`src/rtl/cla_add_pipe_if.sv`:
```
// rtl/cla_add_pipe_if.sv - operand/result handshake bundle for cla_add_pipe
//
// Signals (slave = adder side):
//   in_valid/in_ready   operation handshake, accepted when both high
//   a, b                operands, WIDTH bits
//   cin                 carry-in for add, ignored for subtract
//   sub                 0: a + b + cin, 1: a - b
//   out_valid/out_ready result handshake, consumed when both high
//   sum                 result modulo 2^WIDTH
//   cout                carry out of the MSB (1 = no borrow when subtracting)
//   ovf                 two's-complement overflow

interface cla_add_pipe_if #(
    parameter int WIDTH = 16
);
    logic             in_valid;
    logic             in_ready;
    logic [WIDTH-1:0] a;
    logic [WIDTH-1:0] b;
    logic             cin;
    logic             sub;
    logic             out_valid;
    logic             out_ready;
    logic [WIDTH-1:0] sum;
    logic             cout;
    logic             ovf;

    modport slave (
        input  in_valid, a, b, cin, sub, out_ready,
        output in_ready, out_valid, sum, cout, ovf
    );

    modport master (
        output in_valid, a, b, cin, sub, out_ready,
        input  in_ready, out_valid, sum, cout, ovf
    );
endinterface

```
`src/rtl/cla_add_pipe.sv`:
```
// rtl/cla_add_pipe.sv - pipelined carry-lookahead adder/subtractor, one SEG-bit slice per stage
//
// Ports:
//   clk    rising-edge clock
//   rst_n  asynchronous active-low reset
//   bus    cla_add_pipe_if.slave: operand handshake in, result handshake out
//
// Stage s (register index s = 0..NSEG-1) holds the result of lookahead slice s.
// Operands are stored right-shifted so the next slice to process is always in
// bits [SEG-1:0]; completed sum slices accumulate in place so the final stage
// presents the whole word aligned.

module cla_add_pipe #(
    parameter int WIDTH = 16,
    parameter int SEG   = 4
) (
    input  logic           clk,
    input  logic           rst_n,
    cla_add_pipe_if.slave  bus
);

    localparam int NSEG = WIDTH / SEG;

    if ((SEG < 1) || (SEG > WIDTH) || ((WIDTH % SEG) != 0)) begin : g_bad_params
        $error("cla_add_pipe: WIDTH must be a positive multiple of SEG");
    end

    // Carries of one slice in sum-of-products lookahead form:
    // c[i+1] = g[i] | p[i]g[i-1] | p[i]p[i-1]g[i-2] | ... | p[i..0]c[0]
    function automatic logic [SEG:0] cla_carries(
        input logic [SEG-1:0] g,
        input logic [SEG-1:0] p,
        input logic           c_in
    );
        logic [SEG:0] c;
        logic         acc;
        logic         prod;
        c    = '0;
        c[0] = c_in;
        for (int i = 0; i < SEG; i++) begin
            acc  = g[i];
            prod = p[i];
            for (int j = i - 1; j >= 0; j--) begin
                acc  = acc | (prod & g[j]);
                prod = prod & p[j];
            end
            c[i+1] = acc | (prod & c_in);
        end
        return c;
    endfunction

    // Per-stage pipeline registers
    logic             valid_d [NSEG];
    logic             valid_q [NSEG];
    logic             carry_d [NSEG];
    logic             carry_q [NSEG];
    logic [WIDTH-1:0] sum_d   [NSEG];
    logic [WIDTH-1:0] sum_q   [NSEG];
    logic [WIDTH-1:0] op_a_d  [NSEG];
    logic [WIDTH-1:0] op_a_q  [NSEG];
    logic [WIDTH-1:0] op_b_d  [NSEG];
    logic [WIDTH-1:0] op_b_q  [NSEG];
    logic             ovf_d;
    logic             ovf_q;

    // Combinational working values for the stage being evaluated
    logic             advance;
    logic [WIDTH-1:0] st_a;
    logic [WIDTH-1:0] st_b;
    logic [WIDTH-1:0] st_sum;
    logic             st_c;
    logic             st_v;
    logic [SEG-1:0]   sl_g;
    logic [SEG-1:0]   sl_p;
    logic [SEG-1:0]   sl_s;
    logic [SEG:0]     sl_c;

    always_comb begin
        // The whole pipeline moves as one; a stalled output freezes every stage.
        advance = !valid_q[NSEG-1] || bus.out_ready;

        ovf_d  = ovf_q;
        st_a   = '0;
        st_b   = '0;
        st_sum = '0;
        st_c   = 1'b0;
        st_v   = 1'b0;
        sl_g   = '0;
        sl_p   = '0;
        sl_s   = '0;
        sl_c   = '0;
        for (int s = 0; s < NSEG; s++) begin
            valid_d[s] = valid_q[s];
            carry_d[s] = carry_q[s];
            sum_d[s]   = sum_q[s];
            op_a_d[s]  = op_a_q[s];
            op_b_d[s]  = op_b_q[s];
        end

        for (int s = 0; s < NSEG; s++) begin
            if (s == 0) begin
                // Subtraction is a + ~b + 1; cin is overridden so it cannot disturb a - b.
                st_a   = bus.a;
                st_b   = bus.sub ? ~bus.b : bus.b;
                st_c   = bus.sub ? 1'b1 : bus.cin;
                st_sum = '0;
                st_v   = bus.in_valid;
            end else begin
                st_a   = op_a_q[s-1];
                st_b   = op_b_q[s-1];
                st_c   = carry_q[s-1];
                st_sum = sum_q[s-1];
                st_v   = valid_q[s-1];
            end

            sl_g = st_a[SEG-1:0] & st_b[SEG-1:0];
            sl_p = st_a[SEG-1:0] ^ st_b[SEG-1:0];
            sl_c = cla_carries(sl_g, sl_p, st_c);
            sl_s = sl_p ^ sl_c[SEG-1:0];

            if (advance) begin
                valid_d[s] = st_v;
                carry_d[s] = sl_c[SEG];
                sum_d[s]   = st_sum | (WIDTH'(sl_s) << (s * SEG));
                op_a_d[s]  = st_a >> SEG;
                op_b_d[s]  = st_b >> SEG;
                if (s == NSEG - 1) begin
                    // Last slice holds the MSB: overflow is carry-in XOR carry-out of that bit.
                    ovf_d = sl_c[SEG] ^ sl_c[SEG-1];
                end
            end
        end
    end

    always_ff @(posedge clk or negedge rst_n) begin
        if (!rst_n) begin
            for (int s = 0; s < NSEG; s++) begin
                valid_q[s] <= 1'b0;
                carry_q[s] <= 1'b0;
                sum_q[s]   <= '0;
                op_a_q[s]  <= '0;
                op_b_q[s]  <= '0;
            end
            ovf_q <= 1'b0;
        end else begin
            for (int s = 0; s < NSEG; s++) begin
                valid_q[s] <= valid_d[s];
                carry_q[s] <= carry_d[s];
                sum_q[s]   <= sum_d[s];
                op_a_q[s]  <= op_a_d[s];
                op_b_q[s]  <= op_b_d[s];
            end
            ovf_q <= ovf_d;
        end
    end

    // The last stage's slice carry-out is the carry out of bit WIDTH-1.
    assign bus.in_ready  = advance;
    assign bus.out_valid = valid_q[NSEG-1];
    assign bus.sum       = sum_q[NSEG-1];
    assign bus.cout      = carry_q[NSEG-1];
    assign bus.ovf       = ovf_q;

endmodule

```
`src/flat_wrapper.sv`:
```
// flat-port wrapper written by rule: the top's interface ports become plain ports
module cla_add_pipe_flat 
#(
    parameter int WIDTH = 16,
    parameter int SEG   = 4
)
  (clk, rst_n, bus_in_valid, bus_a, bus_b, bus_cin, bus_sub, bus_out_ready, bus_in_ready, bus_out_valid, bus_sum, bus_cout, bus_ovf);
  cla_add_pipe_if #(.WIDTH(WIDTH)) bus_i ();
  input  logic clk;
  input  logic rst_n;
  input wire logic [$bits(bus_i.in_valid)-1:0] bus_in_valid;
  input wire logic [$bits(bus_i.a)-1:0] bus_a;
  input wire logic [$bits(bus_i.b)-1:0] bus_b;
  input wire logic [$bits(bus_i.cin)-1:0] bus_cin;
  input wire logic [$bits(bus_i.sub)-1:0] bus_sub;
  input wire logic [$bits(bus_i.out_ready)-1:0] bus_out_ready;
  output wire logic [$bits(bus_i.in_ready)-1:0] bus_in_ready;
  output wire logic [$bits(bus_i.out_valid)-1:0] bus_out_valid;
  output wire logic [$bits(bus_i.sum)-1:0] bus_sum;
  output wire logic [$bits(bus_i.cout)-1:0] bus_cout;
  output wire logic [$bits(bus_i.ovf)-1:0] bus_ovf;
  assign bus_i.in_valid = bus_in_valid;
  assign bus_i.a = bus_a;
  assign bus_i.b = bus_b;
  assign bus_i.cin = bus_cin;
  assign bus_i.sub = bus_sub;
  assign bus_i.out_ready = bus_out_ready;
  assign bus_in_ready = bus_i.in_ready;
  assign bus_out_valid = bus_i.out_valid;
  assign bus_sum = bus_i.sum;
  assign bus_cout = bus_i.cout;
  assign bus_ovf = bus_i.ovf;
  cla_add_pipe #(.WIDTH(WIDTH), .SEG(SEG)) u_core (.clk(clk), .rst_n(rst_n), .bus(bus_i));
endmodule
```
`config.mk`:
```
export PLATFORM = sky130hd
export DESIGN_NAME = cla_add_pipe_flat
export DESIGN_NICKNAME = d
export VERILOG_FILES = /design/src/rtl/cla_add_pipe_if.sv /design/src/rtl/cla_add_pipe.sv /design/src/flat_wrapper.sv
export SDC_FILE = /design/constraint.sdc
export NUM_CORES = 1
export LEC_CHECK = 0
export CAP_MARGIN = 20
export CORE_MARGIN = 2
export CORE_UTILIZATION = 45
export DETAILED_ROUTE_END_ITERATION = 8
export MAX_ROUTING_LAYER = met4
export PLACE_DENSITY_LB_ADDON = 0.12
export SLEW_MARGIN = 20
export SYNTH_ARGS = -nofsm -noshare
export SYNTH_HDL_FRONTEND = slang
export SYNTH_SLANG_ARGS = --single-unit
```
`constraint.sdc`:
```
create_clock -name clk -period 1.9 [get_ports clk]
set_input_delay 0.19 -clock clk [delete_from_list [all_inputs] [get_ports clk]]
set_output_delay 0.19 -clock clk [all_outputs]
set_load 0.01 [all_outputs]
```
## Word-level counts from Yosys, hierarchy flattened

Cells that the tools add are included.

- Logic and storage cells: 144
- Flip-flop bits (word level): 109
- Output and inout port bits: 20
- Input bits: 38

- Reductions and logical operators: 2
- Bitwise operators: 121
- Multiplexer cells: 2

Operator list:

| operator | count |
|---|---|
| 1-bit AND | 64 |
| 1-bit OR | 40 |
| 4-bit XOR | 8 |
| 4-bit AND | 4 |
| 16-bit two-way mux | 1 |
| 16-bit inverter | 1 |
| 16-bit by 12-bit OR with 16-bit output | 1 |
| 16-bit OR | 1 |
| 4-bit by 8-bit OR with 8-bit output | 1 |
| 1-bit logical NOT | 1 |
| 1-bit logical OR | 1 |
| 1-bit two-way mux | 1 |
| 1-bit XOR | 1 |

## Longest topological paths before layout

Gate-level depths: netlist of run 1.

- Word-level depth: 8
- Depth in mapped cells: 8
- Mapped depth without buffers: 6

## Worst setup path before layout of run 1

Ideal clock, no wire load.

- Kind: in2reg
- Start: input port bus_sub
- End: register u_core.carry_q[3] in the netlist's numbering
- Data required time: 1.776 ns
- Stages on the path: 8
- Setup time: 0.124 ns
- Slack: 0.260 ns
- Path buffers: 2
- Data arrival time: 1.516 ns
- Path through: buf_6 buf_6 xor2_1 ha_1 o211ai_1 o21ai_2 a211oi_2 a21oi_1

- Cells in the longest elaborated chain, start to end: 7
- Elaborated cells between the ends (all ways): 15
- Those cells by class: mux (2); bitwise (13)

Ends and longest elaborated chain:

| element | RTL line | text |
|---|---|---|
| start: declaration | flat_wrapper.sv:15 | `input wire logic [$bits(bus_i.sub)-1:0] bus_sub;` |
| 16-bit two-way mux | cla_add_pipe.sv:104 | `st_b = bus.sub ? ~bus.b : bus.b;` |
| 4-bit XOR / 4-bit AND (equally long branches) | cla_add_pipe.sv:117, cla_add_pipe.sv:116 |  |
| 1-bit AND (on tied branches) | cla_add_pipe.sv:44, cla_add_pipe.sv:45 |  |
| 1-bit OR, or another cell as far along (2 in a row) | cla_add_pipe.sv:44 | `acc = acc \| (prod & g[j]);` |
| 1-bit OR / 1-bit AND (equally long branches) | cla_add_pipe.sv:44, cla_add_pipe.sv:47 |  |
| 1-bit OR * | cla_add_pipe.sv:47 | `c[i+1] = acc \| (prod & c_in);` |
| end signal: indexed assignment | cla_add_pipe.sv:148 | `carry_q[s] <= carry_d[s];` |
| end: declaration | cla_add_pipe.sv:56 | `logic carry_q [NSEG];` |

Every way passes the cells marked *; elsewhere a longest branch is shown, timed or not.
A chain may end at the register's enable or synchronous reset.

## Worst setup path after layout of run 1

- Start: register u_core.valid_q (netlist bit u_core.bus.out_valid)
- End: output port bus_in_ready

- Cells in the longest elaborated chain, start to end: 2

Ends and longest elaborated chain:

| element | RTL line | text |
|---|---|---|
| start: declaration | cla_add_pipe.sv:54 | `logic valid_q [NSEG];` |
| start signal: indexed assignment | cla_add_pipe.sv:147 | `valid_q[s] <= valid_d[s];` |
| 1-bit logical NOT | cla_add_pipe.sv:80 | `advance = !valid_q[NSEG-1] \|\| bus.out_ready;` |
| 1-bit logical OR | cla_add_pipe.sv:80 |  |
| end: declaration | flat_wrapper.sv:17 | `output wire logic [$bits(bus_i.in_ready)-1:0] bus_in_ready;` |

No other way between the ends.

==> results of run 1 <==
-- flip-flops by register name, indices dropped and copies added (netlist names) --
register and flops:
u_core.bus.cout 1, u_core.bus.out_valid 1, u_core.bus.ovf 1, u_core.bus.sum 16, u_core.carry_q 2, u_core.op_a_q 20
u_core.op_b_q 20, u_core.st_a 4, u_core.st_b 4, u_core.st_c 1, u_core.st_sum 12, u_core.st_v 1
u_core.sum_q 12, u_core.valid_q 2
-- path summary, 6_finish.rpt --
check,endpoint,cells past startpoint
worst min-delay path,u_core.valid_q[3]$_DFFE_PN0P_,2
min in group clk,u_core.op_a_q[51]$_DFFE_PN0P_,3
max in group asynchronous,u_core.bus.sum[10]$_DFFE_PN0P_,3
worst max-delay path,bus_in_ready,3
worst max register to register,u_core.sum_q[39]$_DFFE_PN0P_,5
worst min register to register,u_core.bus.sum[7]$_DFFE_PN0P_,2
-- layer usage --
metal / track usage (%) / vias up
met3: 3.20 / 10
met5: - / -
li1: - / 1581
met1: 21.9 / 1369
met2: 24.7 / 64
met4: 5.79 / 0
-- synthesized netlist by cell type (all sizes together) (3+ instances only) --
cell    instances  area (sq um)
nor2           15          56.3
o21bai          3          33.8
a21oi          19          98.9
o21ai          32           164
nand2         199           747
xor2            9          78.8
dfrtp          97          2430
a21o            3          23.8
inv            12          45.0
ha             18           225
buf            38           248
xnor2          16           140
a211oi          7          72.6
fa              4          80.1
-- cells by family (layout without fill, tap and decap cells) --
logic type | count (synthesis) | after routing | share of synthesized area [%]
flip-flops | 97 | 97 | 54.0
buffers and inverters | 51 | 99 | 6.60
XOR/XNOR | 25 | 25 | 4.87
AND/OR/NAND/NOR | 217 | 217 | 18.6
AO/OA/AOI/OAI | 65 | 65 | 8.91
multiplexers | 1 | 1 | 0.223
adder cells (fa/ha/maj) | 22 | 22 | 6.80
-- per-stage QoR --
stage	util, %	cells	cell area (sq um)
2_1_floorplan	-	478	4490
3_3_place_gp	52.6	642	5120
3_5_place_dp	52.6	642	5120
4_1_cts	54.8	659	5330
5_1_grt	54.8	659	5330
6_report	54.8	659	5330
-- area by class of cell --
type	instances	area, sq um
clock buffer	12	145
clock inverter	4	52.6
fill	930	4400
inverter	12	45.0
multi-input combinational	330	1770
sequential	97	2430
tap	133	166
timing repair buffer	71	726
-- report_power, final --
part | leakage (nW) | internal (W) | switching (W)
Clock | 0.0888 | 0.000646 | 0.000689
Combinational | 1.32 | 0.00152 | 0.00167
Sequential | 1.16 | 0.00299 | 0.000497
-- worst max-delay path, cell delays in order (launching register included) --
cell and delay, ns:
dfrtp_1 0.39, nor2b_4 0.14, inv_2 0.12, clkdlybuf4s50_1 0.55
==> results by stage, run 1 <==
Critical path:
- The startpoint type of the worst setup path is a register.
- The required time reported for the critical path endpoint is 1.71 ns.
- The type of element capturing the critical path is an output pin.
- The reg2reg setup slack is 0.32 ns.
- The startpoint-to-endpoint class of the critical path is reg2out.
- The most critical setup path has its startpoint at u_core.bus.out_valid$_DFFE_PN0P_.
- The largest fanout on the critical path is 3.
- The startpoint identified for the worst register-to-register timing path is u_core.op_b_q[49]$_DFFE_PN0P_.
- The data arrival time of the critical path is ~1.6 ns.

Place:
- The HPWL after detailed placement is 5440 microns.
- The number of I/O port buffers is 57.
- The placement-stage worst setup slack is -0.183 ns.
- The routability congestion estimate is 0.837.

STA:
- The top achievable clock speed is 572 MHz.
- Dividing the final minimum period by the clock period gives about nine tenths.
- Setup repair after global routing left no endpoint under its margin.
- The max-slew violation total from the final report is 0.
- Clock skew on the completed layout was measured at approximately 0.016 ns.
- The least setup slack across all paths after layout is between 0.15 and 0.2 ns.
- The total negative setup slack is 0 ns.
- The final-layout worst hold slack is 0.339 ns.
- Setup violations remaining at the end of the flow were counted as 0.
- The pin slew with the least headroom to its limit is around 0.51 ns.
- The hold violation count in the final report is 0.
- Headroom to the max-slew limit came out at between 60% and 70%.
- For the finished layout, the period the worst path requires is 1.75 ns.

Clock network:
- The clock sink count is 97.
- The number of hold buffers added after cts is 1.
- The later pin in the worst-skew pair is clocked with a latency of 0.36 ns.
- In this run, CTS created clock tree buffers numbering 9.
- The tree is rooted in a clkbuf_8.
- The post-cts gate resize count is 0.
- The deepest clock path buffer count is 2.
- The number of levels the H-tree was split into is 3.
- The clock tree from TritonCTS is built.
- Clock-pin slew was measured on the worst setup and hold paths at 0.09 ns.
- The number of setup buffers added after CTS is 0.

Cells and area:
- The number of nets in the final layout is 581.
- The most common library cell in the layout ignoring fill and taps is nand2_1.
- 0 antenna diodes ended up in the layout.
- The area growth from synthesis to layout is 18.7%.
- In the layout the commonest cells are nand2_1, dfrtp_1, clkdlybuf4s50_1, a21oi_1, ha_1.
- The share of final-layout standard cells stronger than drive strength 1 is 7.79%.

Logic synthesis:
- Counting flops with a built-in enable in the synthesized netlist gives 0.
- For this run, asynchronously set or reset flops after synthesis account for 100%.
- In the synthesized netlist, the number of instances is 478.
- Counting flops and latches in the post-synthesis netlist gives 97.
- Dividing the synthesized area by the synthesized cell count gives 9.40 sq um.
- The number of unique standard cell types used by synthesis is 28.
- The top flip-flop cell by instance count after synthesis is dfrtp_1.
- Synthesis produced a netlist with a net count of 538.
- The share of the Yosys chip area taken by registers is 54.0%.
- The number of warning messages in the yosys log is 0.
- The netlist area before placement is between 0.004 and 0.005 sq mm.

Power:
- After layout, the design draws a total of between 0.008 and 0.009 W.
- The areal power density over the cells is 1500 mW/mm^2.
- IR analysis of the VDD net gives a maximum drop of about 0.47 mV.
- The leakage component of the power is 2.57 nW.

Detailed routing:
- The via count is between 3000 and 4000.
- The wire length on met3 is 291 microns.
- The post-detailed-route DRC marker count is 0.
- Using the TritonRoute via totals, the vias-per-cell ratio works out to 4.59.
- In the final routed layout, each cell accounts on average for 11.7 microns.
- The violation count after the first detailed-route iteration is 100.
- Summed over all nets, wire length on met2 after detailed routing comes to 3340 microns.
- The total routed wire length on the met1 layer is 3950 microns.
- The antenna violation net count after detailed routing is 0.
- Before antenna repair, the detailed router went through 4 iterations.
- The routed design has 7700 microns of wire.
- The highest metal layer carrying signal wires in the routed design is met4.

Min path:
- The path class of the lowest-slack min-delay path is in2async.

Global routing:
- Summed over all layers, the global routing overflow is 0.
- The first global-routing pass estimated ~14000 microns of wire.
- The number of antenna violations at the first check in global routing is 0.
- The pin count of the biggest net entering global routing is 94.
- The number of global-route vias before repair is 3041.
- The total routing resource utilization after global routing is 16.2%.

Floorplan:
- The die height is just over 100 microns.
- The initial core utilization is 46.2%.
- The placeable core region is 0.00973 sq mm.
- The site row count is 36.
- 58 I/O pins were placed.
- The die is between 100 and 150 microns wide.
- The die footprint is 0.0108 sq mm.

Status:
- The flow ran to the end, and the final reports show no timing, DRC or antenna violations.

Flow run:
- Max-cap violations in this run came to 0.
Power figures use the tool's default switching activity.
==> run 2, diff against run 1 <==
--- a/config.mk
+++ b/config.mk
@@ -6,7 +6,7 @@
 export NUM_CORES = 1
 export LEC_CHECK = 0
 export CAP_MARGIN = 20
-export CORE_MARGIN = 2
+export CORE_MARGIN = 4
 export CORE_UTILIZATION = 45
 export DETAILED_ROUTE_END_ITERATION = 8
 export MAX_ROUTING_LAYER = met4
==> results by stage, run 2 (synthesis results as in run 1) <==
Global routing:
- The pin count of the biggest net entering global routing is 77.
- In the global route stage, met2 resource usage came out at 23.1%.
- The number of antenna violations at the first check in global routing is 0.
- The met1 routing resource usage after global routing is between 20% and 30%.
- The total global routing overflow is 0.
- In the global route stage, overall resource usage came out at 15.7%.
- The first global-routing pass estimated about 14000 microns of wire.
- In this run the most used layer during global routing was met2.
- The global routing usage on met3 is 3.00%.
- The number of global-route vias before repair is 3008.

STA:
- Static timing analysis puts the maximum clock frequency at 582 MHz.
- The final-layout worst hold slack is around 0.36 ns.
- The max-slew violation total from the final report came to 0.
- Setup repair after global routing left no endpoint under its margin.
- The portion of the clock cycle consumed by the worst path in the final layout is 90.5%.
- On the final layout, the worst clock skew is 0.00895 ns.
- For the pin with the worst max-slew slack, the measured transition is between 0.6 and 0.7 ns.
- The shortest period the worst path allows is 1.72 ns.
- The hold violation count in the final report is 0.
- The final setup violation count is 0.
- Headroom to the max-slew limit came out at 59.6%.

Critical path:
- On the worst path, the slowest cell contributes a delay of 0.62 ns.
- The launch point of the worst reg-to-reg path is u_core.st_a[1]$_DFFE_PN0P_.
- STA classifies the critical path endpoint as a register.
- STA classifies the critical path startpoint as an input pin.
- The critical path goes through clkdlybuf4s50_1 > xor2_1 > ha_1 > o211ai_1 > o21ai_2 > a211oi_2 > a21oi_1.
- Of all nets on the critical path, the largest fanout is 6.
- The worst setup path is of the in2reg kind.
- The data arrival time of the critical path is 1.96 ns.
- The critical path startpoint is bus_sub.
- The slowest stage of the critical path is the clkdlybuf4s50_1 cell.
- Data on the critical path is required at its endpoint by 2.14 ns.

Clock network:
- Clock tree synthesis inserted a total of 9 buffers.
- CTS built an H-tree with a depth of 3.
- The tree is rooted in a clkbuf_8.
- The clock sink count is 97.
- For the worst-skew pair, the clock arrives at the later sink with an insertion delay of 0.36 ns.
- Post-CTS timing repair inserted 0 buffers for setup.
- TritonCTS built the clock tree.
- The post-cts gate resize count is 0.
- In this run the deepest clock path goes through 2 buffers.
- The CTS clock-pin slew for the worst setup and hold paths is 0.09 ns.

Floorplan:
- The floorplan has 36 rows.
- In this run the vertical extent of the chip is around 110 microns.
- The initial utilization of the core area, before any placement, comes to a little under half.
- The die footprint is 0.0116 sq mm.
- The floorplan step set the die width to ~110 microns.
- The placeable core region is 0.00973 sq mm.
- The I/O pin total is just under 60.

Detailed routing:
- The aggregate routed wire length is 7950 microns.
- After detailed routing, the number of vias per cell comes to 4.61.
- The via count is approximately 3000.
- The post-detailed-route DRC marker count is 0.
- The total iterations of the first detailed-routing run is 4.
- The violation count after the first detailed-route iteration is between 100 and 150.
- The routed wirelength normalized by instance count is 12.0 microns.
- In this run the remaining antenna-violating nets after routing total 0.

Cells and area:
- For this run, the post-layout net count is 582.
- The library cell used most frequently in the layout, excluding fill and tap cells, is nand2_1.
- The post-route cell area is 0.00533 sq mm.
- Cells fill 54.7% of the core in the end.
- Cells with a size suffix above 1 make up 7.97% of the layout.
- Leaving out fill and tap cells, the most frequent cells in the layout are nand2_1, dfrtp_1, clkdlybuf4s50_1, a21oi_1, ha_1.
- The area growth from synthesis to layout is 18.6%.
- The number of antenna diodes in the final layout is 0.

Power:
- The highest ir drop seen on vdd is 0.513 mV.
- Dividing total power by cell area gives a power density of ~1500 mW/mm^2.
- The leakage component of the power is 2.58 nW.

Min path:
- The tightest min-delay check is of the in2async type.

Flow run:
- The max-capacitance violation count is 0.

Place:
- The HPWL after detailed placement is 5510 microns.
- The cell area after placement is just over 0.005 sq mm.
- Port buffering added 57 buffers.
- The routability congestion estimate is between 0.8 and 0.9.

Status:
- The run finished with clean final reports.
[run 2: changes by cell type in the layout (fill, tap and decap cells not counted)]
cell | before | now
buf_4 | 10 | 13
buf_12 | 4 | 2
bufinv_16 | 1 | 2
clkbuf_8 | 10 | 9
clkinv_2 | 0 | 1
clkinvlp_4 | 3 | 2
[run 2: worst max-delay path, delay by kind of cell]
family	cells	cell delay, ns
buffers and inverters	1	0.62
adder cells (fa/ha/maj)	1	0.28
XOR/XNOR	1	0.23
AO/OA/AOI/OAI	4	0.65
[run 2: metrics by stage]
| stage | cells | TNS [ns] | total power [W] | setup slack (ns) |
|---|---|---|---|---|
| floorplan | 478 | 0 | 0.00589 | 0.260 |
| global placement | 643 | -0.348 | 0.00664 | -0.136 |
| detailed placement | 643 | -0.621 | 0.00675 | -0.229 |
| CTS | 660 | 0 | 0.00822 | 0.148 |
| global route | 660 | 0 | 0.00886 | 0.0798 |
| finish | 660 | 0 | 0.00810 | 0.180 |
[run 2: layout make-up]
type	instances	area (sq um)
fill	919	4400
tap	133	166
clock buffer	11	131
multi-input combinational	330	1770
inverter	12	45.0
timing repair buffer	72	708
sequential	97	2430
clock inverter	5	80.1
[run 2: path summary, 6_finish.rpt]
check	endpoint	slack, ns	cells past startpoint
worst max-delay path	u_core.carry_q[3]$_DFFE_PN0P_	0.18	7
worst min-delay path	u_core.bus.sum[9]$_DFFE_PN0P_	0.36	2
worst max register to register	u_core.bus.ovf$_DFFE_PN0P_	0.29	5
worst min register to register	u_core.bus.sum[1]$_DFFE_PN0P_	0.47	2
max in group asynchronous	u_core.bus.ovf$_DFFE_PN0P_	0.93	3
min in group clk	u_core.valid_q[3]$_DFFE_PN0P_	0.36	3
[run 2: routing by layer]
layer,share of wire (%),vias to the layer above
met2,45,51
met4,1.5,0
met1,50,1405
met3,4.1,10
met5,0,-
li1,-,1579
[run 2: power by group]
part           switching [W]  internal (W)  total (W)
combinational        0.00168       0.00150    0.00318
clock               0.000690      0.000740    0.00143
sequential          0.000500       0.00299    0.00349
[run 2: repair_timing]
action | in CTS | in global routing
endpoints found under the setup margin | 0 | 0
hold buffers | 1 | 0
hold endpoints to repair | 39 | 0
==> run 3, diff against run 2 <==
--- a/config.mk
+++ b/config.mk
@@ -9,6 +9,7 @@
 export CORE_MARGIN = 4
 export CORE_UTILIZATION = 45
 export DETAILED_ROUTE_END_ITERATION = 8
+export GPL_ROUTABILITY_DRIVEN = 0
 export MAX_ROUTING_LAYER = met4
 export PLACE_DENSITY_LB_ADDON = 0.12
 export SLEW_MARGIN = 20
==> results of run 3 <==
Same layout as run 2: the final DEF is identical, and so are final timing and power.
